`config.mk`:
```
export PLATFORM = sky130hd
export DESIGN_NAME = gray_counter_param
export DESIGN_NICKNAME = d
export VERILOG_FILES = /design/src/rtl/gray_pkg.sv /design/src/rtl/gray2bin_conv.sv /design/src/rtl/gray_counter_param.sv
export SDC_FILE = /design/constraint.sdc
export NUM_CORES = 1
export LEC_CHECK = 0
export ABC_AREA = 1
export CAP_MARGIN = 30
export CELL_PAD_IN_SITES_DETAIL_PLACEMENT = 1
export CELL_PAD_IN_SITES_GLOBAL_PLACEMENT = 1
export CORE_UTILIZATION = 32
export CTS_BUF_LIST = sky130_fd_sc_hd__clkbuf_2
export DETAILED_ROUTE_END_ITERATION = 16
export GPL_ROUTABILITY_DRIVEN = 0
export PLACE_DENSITY_LB_ADDON = 0.3
export SLEW_MARGIN = 20
export SYNTH_ARGS = -nofsm -noshare
export SYNTH_HDL_FRONTEND = slang
export SYNTH_SLANG_ARGS = --single-unit
```
`constraint.sdc`:
```
create_clock -name Clk -period 3.7 [get_ports Clk]
set_input_delay 1.11 -clock Clk [delete_from_list [all_inputs] [get_ports Clk]]
set_output_delay 1.11 -clock Clk [all_outputs]
set_load 0.005 [all_outputs]
```
`src/rtl/gray_pkg.sv`:
```
// Shared definitions for the Gray-code counter family: direction/mode encodings
// and width-generic Gray/binary conversion helpers.
package gray_pkg;

  // Helpers work on a fixed wide word; callers zero-extend and truncate. Leading
  // zeros do not disturb either conversion, so any WIDTH up to MAX_WIDTH is exact.
  localparam int unsigned MAX_WIDTH = 32;

  localparam logic DIR_UP    = 1'b0;
  localparam logic DIR_DOWN  = 1'b1;
  localparam logic MODE_WRAP = 1'b0;
  localparam logic MODE_SAT  = 1'b1;

  typedef logic [MAX_WIDTH-1:0] word_t;

  function automatic word_t bin2gray(input word_t b);
    return b ^ (b >> 1);
  endfunction

  // Each binary bit is the XOR of all Gray bits at or above its position.
  function automatic word_t gray2bin(input word_t g);
    word_t b;
    b = '0;
    for (int i = 0; i < int'(MAX_WIDTH); i++) begin
      b[i] = ^(g >> i);
    end
    return b;
  endfunction

endpackage

```
`src/rtl/gray2bin_conv.sv`:
```
// Combinational Gray-to-binary converter (XOR prefix from the MSB down).
module gray2bin_conv
  import gray_pkg::*;
#(
  parameter int unsigned WIDTH = 3
) (
  input  logic [WIDTH-1:0] gray,
  output logic [WIDTH-1:0] bin
);

  // Bit i is the reduction XOR of gray[WIDTH-1:i]; no bit depends on another
  // output bit, which keeps the network free of internal feedback.
  always_comb begin
    bin = '0;
    for (int i = 0; i < int'(WIDTH); i++) begin
      bin[i] = ^(gray >> i);
    end
  end

endmodule

```
`src/rtl/gray_counter_param.sv`:
```
// Parametrised registered Gray-code counter with up/down, parallel load,
// wrap/saturate mode, clearable sticky overflow and a one-cycle wrap pulse.
module gray_counter_param
  import gray_pkg::*;
#(
  parameter int unsigned WIDTH = 3,
  parameter int unsigned INIT  = 0
) (
  input  logic             Clk,
  input  logic             Reset,
  input  logic             En,
  input  logic             Dir,
  input  logic             Mode,
  input  logic             Load,
  input  logic [WIDTH-1:0] LoadVal,
  input  logic             ClrOvf,
  output logic [WIDTH-1:0] Output,
  output logic [WIDTH-1:0] BinOut,
  output logic             Overflow,
  output logic             Wrap
);

  localparam logic [WIDTH-1:0] InitBin = WIDTH'(INIT);
  localparam logic [WIDTH-1:0] InitGry = WIDTH'(bin2gray(word_t'(INIT)));
  localparam logic [WIDTH-1:0] MaxBin  = {WIDTH{1'b1}};
  localparam logic [WIDTH-1:0] OneBin  = WIDTH'(1);

  logic [WIDTH-1:0] bin_q, bin_d;
  logic [WIDTH-1:0] gry_q, gry_d;
  logic             ovf_q, ovf_d;
  logic             wrap_q, wrap_d;

  logic [WIDTH-1:0] load_bin;
  logic [WIDTH-1:0] step_bin;
  logic             at_bound;
  logic             bound_evt;

  gray2bin_conv #(
    .WIDTH (WIDTH)
  ) u_load_conv (
    .gray (LoadVal),
    .bin  (load_bin)
  );

  // Next-state selection: Load beats En; a step at the active bound is the
  // only source of overflow/wrap. Modulo arithmetic already wraps correctly.
  always_comb begin
    at_bound  = (Dir == DIR_UP) ? (bin_q == MaxBin) : (bin_q == '0);
    step_bin  = (Dir == DIR_UP) ? (bin_q + OneBin) : (bin_q - OneBin);
    bound_evt = 1'b0;
    bin_d     = bin_q;
    gry_d     = gry_q;

    if (Load) begin
      bin_d = load_bin;
      gry_d = LoadVal;
    end else if (En) begin
      bound_evt = at_bound;
      if (at_bound && (Mode == MODE_SAT)) begin
        bin_d = bin_q;
      end else begin
        bin_d = step_bin;
      end
      gry_d = WIDTH'(bin2gray(word_t'(bin_d)));
    end

    // A boundary event in the same cycle overrides a clear request.
    ovf_d  = bound_evt | (ovf_q & ~ClrOvf);
    wrap_d = bound_evt;
  end

  // State registers with synchronous active-low reset.
  always_ff @(posedge Clk) begin
    if (!Reset) begin
      bin_q  <= InitBin;
      gry_q  <= InitGry;
      ovf_q  <= 1'b0;
      wrap_q <= 1'b0;
    end else begin
      bin_q  <= bin_d;
      gry_q  <= gry_d;
      ovf_q  <= ovf_d;
      wrap_q <= wrap_d;
    end
  end

  assign Output   = gry_q;
  assign BinOut   = bin_q;
  assign Overflow = ovf_q;
  assign Wrap     = wrap_q;

  // The Gray register must always mirror the binary register.
  a_gray_consistent : assert property (@(posedge Clk) disable iff (!Reset)
    gry_q == WIDTH'(bin2gray(word_t'(bin_q))));

  // Counting (no reset, no load on the previous edge) changes at most one bit.
  a_single_bit_step : assert property (@(posedge Clk)
    (Reset && $past(Reset) && !$past(Load)) |-> ($countones(gry_q ^ $past(gry_q)) <= 1));

endmodule

```
==> run_results.csv, run 1 <==
group,metric,value,unit
timing,finalSetupTns,0,ns
logic_synthesis,synth_warnings,0,
route,firstDrtPassIters,4,
logic_synthesis,synth_fp_nets,88,
logic_synthesis,seq_area_frac_synth,28.6,%
logic_synthesis,synth_edf_count,0,
critical_path,rrSetupSlack,1.97,ns
logic_synthesis,synth_cells,77,
timing,drv_slew,0,
cts,cts_tree,"yes",
route,first_iter_violations,8,
route,vias_per_cell,4.82,
layout,num-fill-cells,189,
global_routing,antenna_found_initial,0,
layout,diodes,0,
global_routing,grt_max_degree,9,
power,vdd_ir_drop_max,186,uV
route,ant_nets,0,
layout,nets,109,
timing,relSlewSlack,77.5,%
critical_path,arrival,2.77,ns
global_routing,grt_usage,20.9,%
critical_path,critPathMaxFanout,3,
cts,numCtsBuffers,3,
timing,skew,0.000262,ns
cts,cts.clk_slew.worst_paths,0.07,ns
layout,multi_input_area,293,um2
layout,design_area,691,um2
die,die_w,41.1,um
critical_path,end_kind,"register",
die,dieHeight,41.1,um
place,io_buffer_count,17,
cts,cts.path.max_buffers,2,
timing,rsz0062_at_grt,"no",
layout,register_area,140,um2
timing,finalCriticalPeriod,2.63,ns
power,p_per_area,330,nW/um2
logic_synthesis,synth_top_flop_cell,"dfxtp_1",
cts,post_cts_resized,0,
job,drv_cap,0,
timing,timing.final.crit_share,71.2,%
place,place_area,671,um2
place,dp_hpwl,1110,um
global_routing,grt_pass1_vias,522,
cts,cts_root_buf,"clkbuf_2",
logic_synthesis,synthArstFlopShare,0,%
die,io_pins,18,
timing,hold_viol,0,
place,place_ws,0.842,ns
timing,worst_pin_slew,0.336,ns
cts,ctsHoldBuffers,0,
cts,ctsHtreeMaxLevel,1,
route,finalWirelength,1360,um
power,p_leak,0.322,nW
critical_path,start_kind,"input pin",
critical_path,required,3.84,ns
layout,syn_to_final_growth,41.2,%
timing,setup_slack,1.07,ns
logic_synthesis,syn-cell-area,489,um2
logic_synthesis,avgSynthCellArea,6.35,um2
global_routing,grt_pass1_wl,2290,um
layout,final_cell_mix,"nand2_1 (20), clkdlybuf4s50_1 (17), inv_1 (11)",
route,num_vias,540,
die,coreArea,1370,um2
hold_path,min_path_type,"register to register",
cts,cts_setup_buffers,0,
die,initial_utilization,35.8,%
timing,hold_slack,0.474,ns
timing,fmax,380,MHz
die,dieArea,1690,um2
run_status,outcome,"completed",
cts,cts.sinks,7,
logic_synthesis,synth.distinct_cells,22,
route,drc_errors,0,
layout,drive_gt1_share,13.4,%
cts,clock_latency,0.23,ns
global_routing,grt_overflow,0,
timing,setup_viol_count_final,0,
layout,final_common_cell,"nand2_1",
route,wl_per_cell,12.2,um
critical_path,path_class,"input pin to register",
die,rows,13,
logic_synthesis,ys_ff_latch,7,
-- routing by layer --
metal | global-route usage (%) | vias up | part of all wire [%]
li1 | - | 279 | -
met1 | 25.1 | 247 | 45
met2 | 37.1 | 14 | 50
met3 | 8.15 | 0 | 5.6
met4 | 0 | 0 | 0
met5 | 0 | - | 0
-- kinds of logic (layout without fill, tap and decap cells) --
| group | count (synthesis) | in the layout | share of synthesized area (%) |
|---|---|---|---|
| compound gates | 10 | 10 | 12.0 |
| xor+xnor | 1 | 1 | 1.79 |
| fa+ha+maj | 1 | 1 | 4.09 |
| buf+inv | 14 | 34 | 11.5 |
| flops | 7 | 7 | 28.6 |
| simple gates | 44 | 44 | 41.9 |
-- final timing paths --
path,to,depth (start not counted),startpoint
min reg2reg,Overflow,2,Overflow
max,Output[0],10,Dir
max reg2reg,Output[0],9,BinOut[0]
min,Overflow,2,Overflow
-- final cells by class --
class / instances / area share, %
clock buffer: 4 / 2.90
sequential: 7 / 20.3
tap: 15 / 2.72
multi-input combinational: 56 / 42.4
timing repair buffer: 17 / 24.6
inverter: 13 / 7.07
-- registers in the layout, summed over array words and instances, names as in the netlist --
signal	cells
BinOut	3
Output	2
Overflow	1
Wrap	1
-- through the flow --
stage / util, % / power, mW / instances
after detailed placement: 49.1 / 0.172 / 108
after global routing: 50.5 / 0.247 / 112
after global placement: 49.1 / 0.168 / 108
final: 50.5 / 0.228 / 112
after CTS: 50.5 / 0.230 / 112
after floorplan: - / 0.136 / 77
-- worst max-delay path, stage by stage --
cell and delay [ns]:
clkdlybuf4s50_1 0.52, inv_1 0.10, fa_1 0.57, inv_1 0.07
nand3_1 0.08, nand2_1 0.06, nand2_1 0.06, nand3_1 0.07
nand2_1 0.08, inv_1 0.05
-- cell usage after synthesis, types with 2 or more instances --
cell type	count	area share [%]
nand2_1	20	15
nor2_1	9	6.9
a31oi_1	2	2.6
inv_1	11	8.4
nand2_2	4	5.1
a21oi_1	4	4.1
nand3_1	6	6.1
dfxtp_1	7	29
-- report_power, final --
part / internal (mW) / leakage [nW] / switching, mW
Clock: 0.0287 / 0.0166 / 0.0288
Sequential: 0.0812 / 0.0577 / 0.00781
Combinational: 0.0399 / 0.248 / 0.0416
Total: 0.150 / 0.322 / 0.0781
Note: power is estimated with default switching activity, not from simulation.
==> run 2: changes to the inputs <==
- CORE_ASPECT_RATIO: not set -> 0.8
- CORE_UTILIZATION: 32 -> 27
- clock period: 3.7 -> 2.2 ns (I/O delays scaled with it)
==> run 2 against run 1 <==
Against the previous run: non-clock buffer count grew 4; largest cell class unchanged; first-iteration DRC count shrank 38%; highest routed layer is now met4; core utilization is 6.6 points lower.
==> run_results.csv, run 2 (synthesis gave the netlist of run 1 again) <==
group,metric,value,unit
die,rows,13,
timing,finalCriticalPeriod,2.06,ns
critical_path,cpPeakStageDelay,0.55,ns
cts,cts.sinks,7,
critical_path,path_cells,"clkdlybuf4s50_1, inv_1, fa_1, inv_1, nand2_2, nand2_1, nand2_1, nand3_2, a21oi_2",
layout,num-fill-cells,231,
cts,cts_tree,"yes",
global_routing,grt_usage,16.2,%
global_routing,grt_max_degree,9,
cts,cts.clk_slew.worst_paths,0.08,ns
cts,ctsHtreeMaxLevel,1,
critical_path,arrival,2.25,ns
critical_path,end_kind,"register",
global_routing,grt_use_met1,17.1,%
layout,final_cell_mix,"nand2_1 (20), clkdlybuf4s50_1 (17), inv_1 (11)",
job,drv_cap,0,
route,first_iter_violations,5,
route,finalWirelength,1320,um
critical_path,required,2.39,ns
timing,hold_viol,0,
route,ant_nets,0,
power,p_total,395,uW
layout,final_common_cell,"nand2_1",
global_routing,grt_use_met2,26.4,%
critical_path,start_kind,"input pin",
power,vdd_ir_drop_max,260,uV
die,dieArea,1990,um2
die,coreArea,1660,um2
place,io_buffer_count,17,
timing,drv_slew,0,
cts,cts_setup_buffers,0,
timing,worst_pin_slew,0.273,ns
cts,post_cts_resized,0,
route,wl_per_cell,10.7,um
critical_path,crit_slowest_cell,"fa_1",
run_status,outcome,"completed",
cts,clock_latency,0.25,ns
global_routing,grt_util_met3,8.33,%
power,p_per_area,541,nW/um2
timing,finalSetupTns,0,ns
cts,cts.path.max_buffers,2,
layout,fin_cells,123,
die,io_pins,18,
global_routing,grt_pass1_wl,2130,um
timing,setup_viol_count_final,0,
die,dieHeight,40.1,um
timing,hold_slack,0.471,ns
route,num_vias,548,
power,p_leak,0.342,nW
die,initial_utilization,29.5,%
layout,largest_reg_flops,3,
timing,fmax,487,MHz
cts,numCtsBuffers,3,
route,vias_per_cell,4.46,
place,dp.cells,119,
place,dp_hpwl,1090,um
layout,drive_gt1_share,16.8,%
layout,syn_to_final_growth,49.1,%
timing,timing.final.crit_share,93.4,%
timing,relSlewSlack,81.8,%
global_routing,grt_overflow,0,
global_routing,antenna_found_initial,0,
die,die_w,49.6,um
hold_path,min_path_type,"register to register",
layout,diodes,0,
route,drc_errors,0,
cts,cts_root_buf,"clkbuf_2",
cts,ctsHoldBuffers,0,
timing,rsz0062_at_grt,"no",
timing,skew,0.00389,ns
critical_path,path_class,"input pin to register",
layout,nets,113,
critical_path,critPathMaxFanout,2,
route,firstDrtPassIters,3,
global_routing,grt_busiest_layer,"met2",
global_routing,grt_pass1_vias,517,
run 2: changes by cell type in the layout (fill, tap and decap cells not counted), sizes merged:
cell / before / now
buf: 0 / 4
run 2: worst max-delay path: cells and delay by family:
family | cells | cell delay, ns
fa+ha+maj | 1 | 0.55
simple gates | 4 | 0.30
compound gates | 1 | 0.12
buf+inv | 3 | 0.62
run 2: path summary, 6_finish.rpt:
kind | start | to | slack (ns) | cells past startpoint
max reg2reg | BinOut[0] | Output[1] | 0.52 | 8
min reg2reg | Overflow | Overflow | 0.47 | 2
max | Dir | Output[1] | 0.14 | 9
min | Overflow | Overflow | 0.47 | 2
run 2: routing by layer:
layer	vias up	wire [um]
met5	-	0
met3	2	74
li1	287	-
met2	12	594
met4	0	12
met1	247	633
run 2: area by class of cell:
class | instances | area (um2) | share of cell area (%)
tap | 22 | 27.5 | 3.77
clock buffer | 4 | 20.0 | 2.74
timing repair buffer | 21 | 200 | 27.4
sequential | 7 | 140 | 19.2
multi-input combinational | 56 | 293 | 40.1
inverter | 13 | 48.8 | 6.69
run 2: through the flow:
stage	cell area, um2	utilization, %	setup slack [ns]
2_1_floorplan	489	-	0.452
3_3_place_gp	709	42.8	-0.0903
3_5_place_dp	709	42.8	-0.110
4_1_cts	729	44.0	0.181
5_1_grt	729	44.0	0.0409
6_report	729	44.0	0.145
run 2: power breakdown:
group	internal (mW)	switching, mW
registers	0.137	0.0118
clock network	0.0483	0.0565
logic	0.0710	0.0704
